## src/rtl/dmem_pkg.sv

```systemverilog
// dmem_pkg: shared definitions for the data-memory arbiter.
//   F3_*          RISC-V load/store width codes seen on the func3 field
//   prio_e        arbitration priority state (core or DMA master favoured)
//   access_legal  alignment/encoding check for one request
package dmem_pkg;

  localparam logic [2:0] F3_B  = 3'b000;
  localparam logic [2:0] F3_H  = 3'b001;
  localparam logic [2:0] F3_W  = 3'b010;
  localparam logic [2:0] F3_BU = 3'b100;
  localparam logic [2:0] F3_HU = 3'b101;

  typedef enum logic {
    PRI_CORE = 1'b0,
    PRI_DMA  = 1'b1
  } prio_e;

  // Unsigned widths only exist for loads; stores accept B/H/W only.
  function automatic logic access_legal(input logic [1:0] addr_lo,
                                        input logic [2:0] func3,
                                        input logic       we);
    logic legal;
    case (func3)
      F3_B:    legal = 1'b1;
      F3_H:    legal = ~addr_lo[0];
      F3_W:    legal = (addr_lo == 2'b00);
      F3_BU:   legal = ~we;
      F3_HU:   legal = ~we & ~addr_lo[0];
      default: legal = 1'b0;
    endcase
    return legal;
  endfunction

endpackage

```

## src/rtl/dmem_access_check.sv

```systemverilog
// dmem_access_check: combinational legality check for the granted request.
//   addr_lo  low two bits of the byte address
//   func3    RISC-V width code
//   we       1 = store, 0 = load
//   legal    1 when the access may proceed to memory
module dmem_access_check
  import dmem_pkg::*;
(
  input  logic [1:0] addr_lo,
  input  logic [2:0] func3,
  input  logic       we,
  output logic       legal
);

  assign legal = access_legal(addr_lo, func3, we);

endmodule

```

## src/rtl/dmem_arbiter.sv

```systemverilog
// dmem_arbiter: shares the single datamem port between the core LSU (port 0)
// and a DMA/debug master (port 1).
//   clk, rst_n        clock and asynchronous active-low reset
//   rN_req_*          valid/ready request channel (addr, we, func3, wdata)
//   rN_rsp_*          registered one-cycle response (valid, rdata, err)
//   mem_*             drive/receive the datamem ports (async read data)
// STARVE_LIMIT bounds how many consecutive cycles port 1 can lose while valid.
module dmem_arbiter
  import dmem_pkg::*;
#(
  parameter int unsigned STARVE_LIMIT = 4
) (
  input  logic        clk,
  input  logic        rst_n,

  input  logic        r0_req_valid,
  output logic        r0_req_ready,
  input  logic [31:0] r0_addr,
  input  logic        r0_we,
  input  logic [2:0]  r0_func3,
  input  logic [31:0] r0_wdata,
  output logic        r0_rsp_valid,
  output logic [31:0] r0_rsp_rdata,
  output logic        r0_rsp_err,

  input  logic        r1_req_valid,
  output logic        r1_req_ready,
  input  logic [31:0] r1_addr,
  input  logic        r1_we,
  input  logic [2:0]  r1_func3,
  input  logic [31:0] r1_wdata,
  output logic        r1_rsp_valid,
  output logic [31:0] r1_rsp_rdata,
  output logic        r1_rsp_err,

  output logic [31:0] mem_address,
  output logic        mem_write_en,
  output logic [2:0]  mem_func3,
  output logic [31:0] mem_data_in,
  input  logic [31:0] mem_data_out
);

  localparam logic [3:0] STARVE_MAX = 4'(STARVE_LIMIT - 1);

  prio_e       prio_q, prio_d;
  logic [3:0]  starve_q, starve_d;
  logic        r0_rsp_valid_q, r0_rsp_valid_d;
  logic [31:0] r0_rsp_rdata_q, r0_rsp_rdata_d;
  logic        r0_rsp_err_q, r0_rsp_err_d;
  logic        r1_rsp_valid_q, r1_rsp_valid_d;
  logic [31:0] r1_rsp_rdata_q, r1_rsp_rdata_d;
  logic        r1_rsp_err_q, r1_rsp_err_d;

  logic        dma_first;
  logic        gnt0, gnt1;
  logic [31:0] sel_addr, sel_wdata;
  logic [2:0]  sel_func3;
  logic        sel_we;
  logic        legal;
  logic        load_ok;

  // Grants are masked by rst_n so memory sees nothing while in reset.
  assign dma_first    = (prio_q == PRI_DMA) & r1_req_valid;
  assign gnt0         = rst_n & r0_req_valid & ~dma_first;
  assign gnt1         = rst_n & r1_req_valid & ~gnt0;
  assign r0_req_ready = rst_n & ~dma_first;
  assign r1_req_ready = rst_n & (~r0_req_valid | (prio_q == PRI_DMA));

  always_comb begin
    sel_addr  = '0;
    sel_wdata = '0;
    sel_func3 = '0;
    sel_we    = 1'b0;
    if (gnt0) begin
      sel_addr  = r0_addr;
      sel_wdata = r0_wdata;
      sel_func3 = r0_func3;
      sel_we    = r0_we;
    end else if (gnt1) begin
      sel_addr  = r1_addr;
      sel_wdata = r1_wdata;
      sel_func3 = r1_func3;
      sel_we    = r1_we;
    end
  end

  dmem_access_check u_check (
    .addr_lo (sel_addr[1:0]),
    .func3   (sel_func3),
    .we      (sel_we),
    .legal   (legal)
  );

  assign mem_address  = sel_addr;
  assign mem_func3    = sel_func3;
  assign mem_data_in  = sel_wdata;
  assign mem_write_en = (gnt0 | gnt1) & sel_we & legal;
  assign load_ok      = ~sel_we & legal;

  // Starvation counter: once port 1 has lost STARVE_LIMIT times in a row,
  // it is favoured for exactly one grant.
  always_comb begin
    prio_d   = prio_q;
    starve_d = starve_q;
    if (gnt1 | ~r1_req_valid) begin
      starve_d = '0;
    end else if (gnt0) begin
      if (starve_q == STARVE_MAX) begin
        starve_d = '0;
        prio_d   = PRI_DMA;
      end else begin
        starve_d = starve_q + 4'd1;
      end
    end
    if (gnt1) begin
      prio_d = PRI_CORE;
    end
  end

  // A response register holds only for the cycle after its grant.
  always_comb begin
    r0_rsp_valid_d = gnt0;
    r0_rsp_rdata_d = (gnt0 & load_ok) ? mem_data_out : '0;
    r0_rsp_err_d   = gnt0 & ~legal;
    r1_rsp_valid_d = gnt1;
    r1_rsp_rdata_d = (gnt1 & load_ok) ? mem_data_out : '0;
    r1_rsp_err_d   = gnt1 & ~legal;
  end

  always_ff @(posedge clk or negedge rst_n) begin
    if (!rst_n) begin
      prio_q         <= PRI_CORE;
      starve_q       <= '0;
      r0_rsp_valid_q <= 1'b0;
      r0_rsp_rdata_q <= '0;
      r0_rsp_err_q   <= 1'b0;
      r1_rsp_valid_q <= 1'b0;
      r1_rsp_rdata_q <= '0;
      r1_rsp_err_q   <= 1'b0;
    end else begin
      prio_q         <= prio_d;
      starve_q       <= starve_d;
      r0_rsp_valid_q <= r0_rsp_valid_d;
      r0_rsp_rdata_q <= r0_rsp_rdata_d;
      r0_rsp_err_q   <= r0_rsp_err_d;
      r1_rsp_valid_q <= r1_rsp_valid_d;
      r1_rsp_rdata_q <= r1_rsp_rdata_d;
      r1_rsp_err_q   <= r1_rsp_err_d;
    end
  end

  assign r0_rsp_valid = r0_rsp_valid_q;
  assign r0_rsp_rdata = r0_rsp_rdata_q;
  assign r0_rsp_err   = r0_rsp_err_q;
  assign r1_rsp_valid = r1_rsp_valid_q;
  assign r1_rsp_rdata = r1_rsp_rdata_q;
  assign r1_rsp_err   = r1_rsp_err_q;

endmodule

```

## config.mk

```make
export PLATFORM = sky130hd
export DESIGN_NAME = dmem_arbiter
export DESIGN_NICKNAME = d
export VERILOG_FILES = /design/src/rtl/dmem_pkg.sv /design/src/rtl/dmem_access_check.sv /design/src/rtl/dmem_arbiter.sv
export SDC_FILE = /design/constraint.sdc
export NUM_CORES = 1
export LEC_CHECK = 0
export ABC_CLOCK_PERIOD_IN_PS = 4500
export CORE_AREA = 5 5 117 119
export CTS_BUF_LIST = sky130_fd_sc_hd__clkbuf_16
export DETAILED_ROUTE_END_ITERATION = 10
export DIE_AREA = 0 0 122 124
export PLACE_DENSITY = 0.88
export SKIP_LAST_GASP = 1
export SYNTH_ARGS = -nofsm -noshare
export SYNTH_HDL_FRONTEND = slang
export SYNTH_SLANG_ARGS = --single-unit
```

## constraint.sdc

```tcl
create_clock -name clk -period 4.5 [get_ports clk]
set_input_delay 0.9 -clock clk [delete_from_list [all_inputs] [get_ports clk]]
set_output_delay 0.9 -clock clk [all_outputs]
set_load 0.01 [all_outputs]
```

==> impl_metrics.ini, run 1 <==
[die]
dieArea_um2 = 15100
start_util = 0.325
placementRows = 41
die_w_um = 122
coreArea_um2 = 12500
pin_count = 310
die_h_um = 124

[setup_path]
slowest_stage = o32ai_1
critPathLaunchType = input pin
max_stage_delay_ns = 0.65
path_cells = clkdlybuf4s50_1 -> inv_1 -> o32ai_1 -> o21ai_0 -> and4b_1 -> clkdlybuf4s50_1
crit_type = input pin to output port
crit_arrival_ns = 3.24
crit_path_frequent_cell = clkdlybuf4s50_1
crit_path_end_kind = output port
critPathRequiredTime_ns = 3.60
r2r_slack_ns = 1.94
critPathMaxFanout = 7

[drt]
wire_per_inst_um = 22.5
dr.first_iter.drc_count = 415
viasPerCell = 5.22
wirelength_mm = 18.8
first_pass_iters = 4
ant_nets = 0
drc = 0
vias = 4357

[power]
ir_worst_vdd_uv = 149
finalPower_mw = 1.92
p_leak_nw = 2.95
powerDensity_nw_per_um2 = 256

[sta]
slew_headroom = 0.301
setup_viol = 0
slew_violations = 0
fin_skew_ns = 0.00413
setup_ws_ns = 0.358
period_share = 0.920
fmax_mhz = 241
period_needed_ns = 4.14
finalHoldViolCount = 0
worst_slew_pin_slew_ns = 1.05
tns_ns = 0
rsz0062_at_grt = no

[yosys]
synth_enable_flop_cells = 0
avgSynthCellArea_um2 = 11.0
dominantRegCellSynth = dfrtp_1
syn_area_um2 = 4050
synth_top_family_by_area = compound AO/OA/AOI/OAI gates
synthAdderAreaFrac = 0.00309
ys_ff_latch = 73
synth_nets = 542
synth_simple_gate_area_frac = 0.109
synth.yosys.seq_area_share = 0.452
ys_types = 35
synth-compound-area-share = 0.368
muxShareOfSynthArea = 0
yosys_warnings = 0
synth_xor_area_frac = 0
synthArstFlopShare = 1.00
synthCells = 369

[status]
status = finished, final reports clean

[final_layout]
drive_gt1_frac = 0.150
fillerInstances = 998
regArea_um2 = 1830
nNetsFinal = 828
stdcell_area_um2 = 7490
areaGrowthSynthToFinish_pct = 85.1
multi_input_area_um2 = 1960

[placement]
place_congestion = 0.920
post_dp_cell_area_um2 = 7190
place_hpwl_mm = 14.7
pre_cts_ws_ns = 0.404
io_buffers = 309

[clock_network]
clockBufferDepth = 2
cts_tree = yes
cts_setup_buffers = 0
hold_buffers = 0
clk_latency_ns = 0.33
cts_root_buffer = clkbuf_16
h-tree-depth = 3
cts_resized = 0
path_clk_slew_ns = 0.05
cts.sink_count = 73
numCtsBuffers = 9

[global_routing]
grt_pass1_vias = 4550
grt_overflow_total = 0
antenna_found_initial = 5
grt_pass1_wl_mm = 27.0
grt_usage = 0.240
grt_max_degree = 78

[job]
timing.max_cap.violations = 0

[min_path]
hold_path_class = flop to flop
-- power by group --
group	switching, mW	leakage [nW]	internal (mW)
registers	0.00768	1.00	0.678
clock network	0.264	0.134	0.422
logic	0.254	1.82	0.293
-- cell families after synthesis --
kind of cell / after synthesis
compound gates: 146
simple gates: 103
flops: 73
buf+inv: 46
fa+ha+maj: 1
-- metal layers --
metal  part of all wire  global-route usage
met5             0.0014                   0
met4              0.017              0.0777
met3               0.12               0.118
met2               0.50               0.408
met1               0.36               0.264
-- layout make-up --
type,instances,share of cell area
repair buffers,318,0.425
inverters,3,0.00150
clock inverters,7,0.00819
diodes,3,0.00100
well taps,172,0.0287
multi-input cells,250,0.262
flip-flops and latches,73,0.244
clock buffers,9,0.0301
-- final timing paths --
kind	startpoint	endpoint	cells after the start
max	r1_req_valid	mem_write_en	6
min	starve_q[1]	starve_q[1]	2
max reg2reg	prio_q	r1_rsp_rdata[5]	4
min reg2reg	starve_q[1]	starve_q[1]	2
max in group asynchronous	rst_n	r1_rsp_rdata[5]	2
min in group asynchronous	rst_n	r0_rsp_rdata[29]	2
-- placed cells by master, fill, tap and decap left out --
cell             count
clkinv_1             3
inv_2                2
a32oi_1              2
a211oi_1             6
nand3b_1             1
a21bo_2              1
and2b_2              1
or4_4                1
nor2b_1              1
dfrtp_1             73
buf_12               3
or2b_1               1
nand2_1             80
diode_2              3
a21oi_1              4
and2_1               3
nand2b_1             3
nor2_1               5
clkbuf_16            9
ha_1                 1
nor2b_4              1
or3_1                1
o32ai_1              2
and4b_1              1
clkinv_2             1
o32ai_2              3
nor4_1               1
and3_1               1
clkdlybuf4s50_1    302
a211oi_2            60
buf_4               13
bufinv_16            1
nand3_1              2
inv_1                1
clkinvlp_4           2
o21ai_0              4
a21o_4               1
a22o_1              63
-- state kept, by name (all words and copies together) (netlist names) --
signal	cells
r0_rsp_err	1
r1_rsp_valid	1
prio_q	1
r0_rsp_rdata	32
r1_rsp_err	1
starve_q	4
r0_rsp_valid	1
r1_rsp_rdata	32
-- cell usage after synthesis (4+ instances only) --
| cell | count | area share |
|---|---|---|
| nand2_1 | 80 | 0.074 |
| dfrtp_1 | 73 | 0.45 |
| a22o_1 | 63 | 0.14 |
| a211oi_2 | 60 | 0.19 |
| clkbuf_1 | 19 | 0.018 |
| a211oi_1 | 6 | 0.011 |
| buf_2 | 6 | 0.0074 |
| buf_4 | 6 | 0.011 |
| buf_8 | 6 | 0.022 |
| buf_1 | 5 | 0.0046 |
| nor2_1 | 5 | 0.0046 |
| a21oi_1 | 4 | 0.0049 |
| o21ai_0 | 4 | 0.0049 |
-- critical path, delay by kind of cell --
kind / cells / cell delay, ns
buffers and inverters: 3 / 1.24
AND/OR/NAND/NOR: 1 / 0.24
AO/OA/AOI/OAI: 2 / 0.86
-- through the flow --
step           instances  utilization  hold WS (ns)
2_1_floorplan        369            -         0.514
3_5_place_dp         816        0.577         0.556
5_1_grt              833        0.600         0.585
4_1_cts              832        0.600         0.563
3_3_place_gp         816        0.577         0.535
6_report             835        0.601         0.571
Note: power is estimated with default switching activity, not from simulation.
==> run 2, diff against run 1 <==
CTS_CLUSTER_SIZE = 12   (was default)
==> results of run 2 <==
Same layout as run 1: the final DEF is identical, and so are final timing and power.
==> run 3, diff against run 2 <==
ABC_CLOCK_PERIOD_IN_PS = 4600   (was 4500)
CORE_AREA = 5 5 119 121   (was 5 5 117 119)
DIE_AREA = 0 0 124 126   (was 0 0 122 124)
PLACE_DENSITY = 0.86   (was 0.88)
clock period = 4.6 ns   (was 4.5 ns; I/O delays follow)
==> impl_metrics.ini, run 3 (synthesis results as in run 1) <==
[clock_network]
h-tree-depth = 3
hold_buffers = 0
cts_setup_buffers = 0
cts.sink_count = 73
clockBufferDepth = 2
path_clk_slew_ns = 0.05
numCtsBuffers = 9
clk_latency_ns = 0.33
cts_root_buffer = clkbuf_16
cts_resized = 0
cts_tree = yes

[power]
ir_worst_vdd_uv = 153
p_leak_nw = 2.93
p_sw_frac = 0.262
powerDensity_nw_per_um2 = 256
comb_power_share = 0.276
p_sw_uw = 503
p_clk_frac = 0.375
p_int_mw = 1.42
seq_power_share = 0.350

[min_path]
whs_path_depth = 2
hold_path_class = flop to flop

[drt]
dr.first_iter.drc_count = 451
vias = 4255
viasPerCell = 5.11
wire_per_inst_um = 21.2
drc = 0
ant_nets = 0
wirelength_mm = 17.6
first_pass_iters = 6

[setup_path]
slowest_stage = o32ai_1
crit_path_end_kind = output port
crit_path_frequent_cell = clkdlybuf4s50_1
crit_arrival_ns = 3.21
r2r_slack_ns = 2.03
path_cells = clkdlybuf4s50_1 -> inv_1 -> o32ai_1 -> o21ai_0 -> and4b_1 -> clkdlybuf4s50_1
critPathRequiredTime_ns = 3.68
critPathLaunchType = input pin
critPathMaxFanout = 7
rr_worst_depth = 4
max_stage_delay_ns = 0.66
crit_type = input pin to output port

[die]
die_w_um = 124
placementRows = 42
pin_count = 310
start_util = 0.312
dieArea_um2 = 15600
coreArea_um2 = 13000
die_h_um = 126

[final_layout]
regArea_um2 = 1830
drive_gt1_frac = 0.139
n_antenna_cell = 0
layout_common_cells = clkdlybuf4s50_1, nand2_1, dfrtp_1
final_core_utilization = 0.577
areaGrowthSynthToFinish_pct = 85.1
nNetsFinal = 825
layout_commonest_cell = clkdlybuf4s50_1
fillerInstances = 1058
multi_input_area_um2 = 1960

[global_routing]
grt_usage = 0.216
grt_max_degree = 78
grt_pass1_wl_mm = 25.6
grt_pass1_vias = 4466
antenna_found_initial = 1
grt_overflow_total = 0

[sta]
slew_headroom = 0.289
finalHoldViolCount = 0
slew_violations = 0
fmax_mhz = 242
tns_ns = 0
period_share = 0.898
fin_skew_ns = 0.00533
setup_viol = 0
worst_slew_pin_slew_ns = 1.07
period_needed_ns = 4.13
rsz0062_at_grt = no

[placement]
place_hpwl_mm = 13.3
io_buffers = 309
place_congestion = 0.934

[status]
status = finished, final reports clean

[job]
timing.max_cap.violations = 0
==> run 3: critical path: cells and delay by family <==
kind	cells	cell delay [ns]
and+or+nand+nor	1	0.24
AOI/OAI and AO/OA	2	0.84
buffers and inverters	3	1.22
==> run 3: layer usage <==
| metal | global-route usage | share of wire | wire [um] |
|---|---|---|---|
| met2 | 0.352 | 0.49 | 8580 |
| met5 | 0 | 0.00051 | 9 |
| met1 | 0.254 | 0.38 | 6690 |
| met4 | 0.0651 | 0.024 | 430 |
| met3 | 0.0978 | 0.11 | 1890 |
==> run 3: layout make-up <==
cell class	count	area share
repair buffers	315	0.422
multi-input cells	250	0.262
flip-flops and latches	73	0.244
clock buffers	9	0.0301
well taps	176	0.0294
clock inverters	6	0.0112
inverters	3	0.00150
==> run 3: worst paths after layout <==
| path | start | to |
|---|---|---|
| hold reg to reg | starve_q[1] | starve_q[1] |
| setup reg to reg | prio_q | r0_rsp_rdata[12] |
| setup / recovery | r1_req_valid | mem_write_en |
| max in group asynchronous | rst_n | r0_rsp_rdata[0] |
| hold / removal | starve_q[1] | starve_q[1] |
| min in group asynchronous | rst_n | r1_rsp_rdata[27] |
==> run 3: power by group through the flow <==
stage / logic [mW] / registers (mW) / clock network (mW)
5_1_grt: 0.563 / 0.673 / 0.767
4_1_cts: 0.532 / 0.671 / 0.734
2_1_floorplan: 0.213 / 0.692 / 0
3_3_place_gp: 0.522 / 0.682 / 0
3_5_place_dp: 0.528 / 0.682 / 0
6_report: 0.529 / 0.671 / 0.720
==> run 3: through the flow <==
stage                     worst slack [ns]  area (um^2)  cells  hold WS [ns]  power, mW
after global placement               0.596         7180    817         0.537       1.20
after global routing                 0.244         7490    832         0.602       2.00
final                                0.471         7490    832         0.586       1.92
after detailed placement             0.485         7180    817         0.565       1.21
after floorplan                       1.47         4050    369         0.514      0.905
after CTS                            0.466         7490    832         0.577       1.94
